**config.mk**
```make
export PLATFORM = sky130hd
export DESIGN_NAME = alu
export DESIGN_NICKNAME = d
export VERILOG_FILES = /design/src/rtl/alu.sv
export SDC_FILE = /design/constraint.sdc
export NUM_CORES = 1
export LEC_CHECK = 0
export CAP_MARGIN = 20
export CORE_MARGIN = 2
export CORE_UTILIZATION = 50
export CTS_BUF_LIST = sky130_fd_sc_hd__clkbuf_16
export CTS_CLUSTER_SIZE = 16
export DETAILED_ROUTE_END_ITERATION = 12
export GPL_TIMING_DRIVEN = 0
export PLACE_DENSITY_LB_ADDON = 0.12
export REMOVE_ABC_BUFFERS = 1
export SYNTH_ARGS = -nofsm -noshare
export SYNTH_HDL_FRONTEND = slang
export SYNTH_SLANG_ARGS = --single-unit
```
**constraint.sdc**
```tcl
create_clock -name clk -period 1.2 [get_ports clk]
set_input_delay 0.24 -clock clk [delete_from_list [all_inputs] [get_ports clk]]
set_output_delay 0.24 -clock clk [all_outputs]
set_load 0.005 [all_outputs]
```
**src/rtl/alu.sv**
```systemverilog
// Two-operand integer ALU (add, sub, and, or) with a one-cycle registered
// result and sign / signed-overflow / zero status flags.
module alu #(
  parameter int data_width = 32
) (
  input  logic                  clk,
  input  logic                  rst,
  input  logic [data_width-1:0] A,
  input  logic [data_width-1:0] B,
  input  logic [1:0]            control,
  output logic [data_width-1:0] R,
  output logic                  ovflag,
  output logic                  signflag,
  output logic                  zeroflag
);

  localparam int MSB = data_width - 1;
  localparam logic [1:0] OP_ADD = 2'b00;
  localparam logic [1:0] OP_SUB = 2'b01;
  localparam logic [1:0] OP_AND = 2'b10;
  localparam logic [1:0] OP_OR  = 2'b11;

  localparam logic signed [data_width-1:0] ONE = {{(data_width-1){1'b0}}, 1'b1};

  // Two's-complement overflow from operand and result sign bits only.
  function automatic logic overflow(input logic [1:0] op, input logic a_msb,
                                    input logic b_msb, input logic r_msb);
    logic ov;
    ov = 1'b0;
    case (op)
      OP_ADD:  ov = (a_msb == b_msb) && (r_msb != a_msb);
      OP_SUB:  ov = (a_msb != b_msb) && (r_msb != a_msb);
      default: ov = 1'b0;
    endcase
    return ov;
  endfunction

  logic signed [data_width-1:0] a_s;
  logic signed [data_width-1:0] b_s;
  logic signed [data_width-1:0] res;
  logic                         ov;

  assign a_s = A;
  assign b_s = B;

  always_comb begin
    res = '0;
    case (control)
      OP_ADD:  res = a_s + b_s;
      OP_SUB:  res = a_s + ~b_s + ONE;
      OP_AND:  res = a_s & b_s;
      OP_OR:   res = a_s | b_s;
      default: res = '0;
    endcase
    ov = overflow(control, a_s[MSB], b_s[MSB], res[MSB]);
  end

  // p1: output register stage
  logic signed [data_width-1:0] r_p1;
  logic                         ov_p1;
  logic                         sign_p1;
  logic                         zero_p1;

  always_ff @(posedge clk or posedge rst) begin
    if (rst) begin
      r_p1    <= '0;
      ov_p1   <= 1'b0;
      sign_p1 <= 1'b0;
      zero_p1 <= 1'b0;
    end else begin
      r_p1    <= res;
      ov_p1   <= ov;
      sign_p1 <= res[MSB];
      zero_p1 <= (res == '0);
    end
  end

  assign R        = r_p1;
  assign ovflag   = ov_p1;
  assign signflag = sign_p1;
  assign zeroflag = zero_p1;

endmodule

```
==> results.tsv <==
metric	value	unit
WHS Path Cells	2	
Synth Register Bits	34	
CTS tree	done	
initial antenna violation count	0	
dominant synthesized flop cell	dfrtp_1	
Die H	113	µm
Die Area	0.0127	mm²
simple logic cell fraction of the synthesized area	0.184	
io pins	103	
H-tree depth	2	
worst hold margin	0.292	ns
Post-DRT Antenna Nets	0	
Critical-path top delay cell	mux4_2	
Adder-Cell Fraction of Synth Area	0.208	
Slew @ Worst Pin	0.972	ns
vias in the first global route	6953	
Synth top area share	0.201	
total of warnings raised by yosys	0	
DR iter-0 viols	843	
GRT Total Usage	0.355	
Area contributors post-synth	ha_1, dfrtp_1, inv_1	
CTS max path bufs	2	
instance count of the mapped netlist	793	
post-synthesis compound-gate area fraction	0.294	
violated checks	setup timing	
WL final	26300	µm
Max-slew headroom	0.350	
Clock Pin Slew Worst Setup and Hold Paths	0.07	ns
number of max-slew violations in the final report	0	
Hold Vio Cnt, Final	0	
fin area	0.00956	mm²
min-delay src	control[1]	
Hold Path End	R[19]$_DFF_PP0_	
pre-CTS WS	-3.85	ns
Core Area	0.0115	mm²
Rows	39	
CTS root buf	clkbuf_16	
Max-cap violations	0	
gpl congestion	0.925	
first-pass GRT wire length	36400	µm
Peak VDD IR	0.000680	V
drt wl/cell	23.3	µm
Mean Syn Cell Area	7.46	µm²
Fmax achieved	0.261	GHz
worst min path class	in -> reg	
Worst Path Required	1.39	ns
crit start category	primary input	
vias	7515	
Post-synth EDFFs	0	
combinational family with the most area after synthesis	compound AO/OA/AOI/OAI gates	
largest net degree at the start of global routing	35	
clk sinks	34	
post-synthesis mux area share	0.0317	
commonest cells after routing, fill and taps aside	buf_4, inv_1, ha_1	
Layout Nets	1147	
crit path time final	3.84	ns
placed inst area	0.00698	mm²
crit-path max cell delay	0.53	ns
average vias per placed instance	6.67	
I/O Buffers	102	
XOR/XNOR Fraction of Synth Area	0.0444	
Final Cycle Share	3.20	
remaining global-route overflow	0	
Die Width	113	µm
CP endpoint kind	flop	
share of cells above drive strength 1	0.381	
DRT Pass-1 Iters	7	
DR DRC count	0	
Leakage	4.14	nW
post-synth cell types	76	
commonest non-fill, non-tap cell in the layout	buf_4	
Initial Utilization	0.516	
DP HPWL	14800	µm
Layout area overhead	61.6	%
Post-Syn Area	0.00592	mm²
Ant. Diodes	0	
status	complete, but fails checks	
unrepaired setup endpoints after global routing	true	
Final Setup Violations	40	
asr flop ratio synth	1.00	
Worst Path Arrival	4.03	ns
PwrDens	849	mW/mm²
Seq/Total Area, Yosys	0.144	
crit-path cells	buf_8 -> ha_4 -> fa_2 -> a211oi_4 -> o211ai_1 -> a41o_1 -> xor2_1 -> mux4_2 -> or4_4 -> or4b_4 -> nor4b_4 -> nand4b_1 -> nor4_2	
Num CTS Buffers	5	
leading area contributor after synthesis	ha_1	
worst-path fanout max	3	
Crit Path Class	in -> reg	
Final WS setup	-2.64	ns
layout make-up:
cell class	instances	area (µm²)
Inverter	102	434
Fill cell	649	1910
Clock buffer	5	125
Timing Repair inverter	2	10.0
Sequential cell	34	851
Clock inverter	3	68.8
Multi-Input combinational cell	616	5800
Tap cell	143	179
Timing Repair Buffer	221	2090
routing by layer:
layer  GRT usage  share of wire  vias up
met5           0              0        -
met2       0.610           0.48      605
met4       0.133          0.057        0
li1            -              -     3221
met1       0.450           0.36     3522
met3      0.0562           0.11      167
worst max-delay path: cells and delay by family:
kind                     cells  cell delay, ns
AND/OR/NAND/NOR              5            1.63
buffers and inverters        1            0.10
multiplexers                 1            0.53
XOR/XNOR                     1            0.16
adder cells (fa/ha/maj)      2            0.53
AO/OA/AOI/OAI                3            0.84
cell usage after synthesis (3+ instances only):
| cell | instances |
|---|---|
| nor4_1 | 8 |
| ha_1 | 95 |
| o21bai_1 | 9 |
| mux2i_1 | 12 |
| or3_1 | 5 |
| o31a_1 | 3 |
| a311o_1 | 3 |
| o211ai_1 | 18 |
| a221oi_1 | 8 |
| nand2b_1 | 13 |
| a21oi_1 | 64 |
| or2_2 | 5 |
| buf_1 | 4 |
| xor2_1 | 7 |
| a211o_1 | 4 |
| o31ai_1 | 13 |
| mux4_2 | 3 |
| clkbuf_1 | 30 |
| nor2b_1 | 5 |
| nand4_1 | 14 |
| xnor2_1 | 23 |
| nand3_1 | 11 |
| inv_1 | 102 |
| dfrtp_1 | 34 |
| a21o_1 | 11 |
| or4_1 | 3 |
| o21a_1 | 3 |
| nor2_1 | 58 |
| and3_1 | 4 |
| a22oi_1 | 8 |
| a211oi_1 | 17 |
| a311oi_1 | 4 |
| nor3_1 | 20 |
| nand2_1 | 54 |
| o21ai_0 | 53 |
| a31oi_1 | 9 |
| buf_2 | 4 |
power breakdown:
| group | switching [mW] | internal [mW] |
|---|---|---|
| Sequential | 0.0789 | 1.32 |
| Clock | 0.620 | 1.20 |
| Combinational | 2.63 | 2.27 |
registers in the layout, summed over array words and instances (netlist names):
name      cells
R            32
ovflag        1
zeroflag      1
metrics by stage:
step	TNS, ns	utilization	cells	power [mW]
finish	-40.83	0.834	1126	8.12
global route	-43.57	0.834	1126	8.37
CTS	-34.41	0.778	1092	7.29
detailed placement	-79.54	0.609	1000	4.56
global placement	-147.92	0.605	997	4.49
floorplan	-36.42	-	752	3.27
worst max-delay path by stage:
stage,cells past startpoint,to,start,slack [ns]
6_report,13,zeroflag$_DFF_PP0_,B[0],-2.64
3_3_place_gp,12,zeroflag$_DFF_PP0_,control[0],-5.99
4_1_cts,13,zeroflag$_DFF_PP0_,B[0],-2.56
5_1_grt,17,zeroflag$_DFF_PP0_,B[0],-2.73
3_5_place_dp,14,zeroflag$_DFF_PP0_,A[8],-3.85
2_1_floorplan,15,zeroflag$_DFF_PP0_,A[0],-2.57
cells by family (layout without fill, tap and decap cells):
logic type               count (synthesis)  in the layout
buffers and inverters                  143            333
AND/OR/NAND/NOR                        215            215
adder cells (fa/ha/maj)                 97             97
XOR/XNOR                                30             30
AO/OA/AOI/OAI                          259            259
flip-flops                              34             34
multiplexers                            15             15
what timing repair did:
| action | 4_1_cts | 5_1_grt |
|---|---|---|
| resized for setup | 442 | 96 |
| hold buffers | 0 | 0 |
| buffers inserted | 83 | 42 |
| setup endpoints to repair | 69 | 38 |
| gates cloned | 4 | 0 |
| pin swaps | 78 | 70 |
Note: power is estimated with default switching activity, not from simulation.
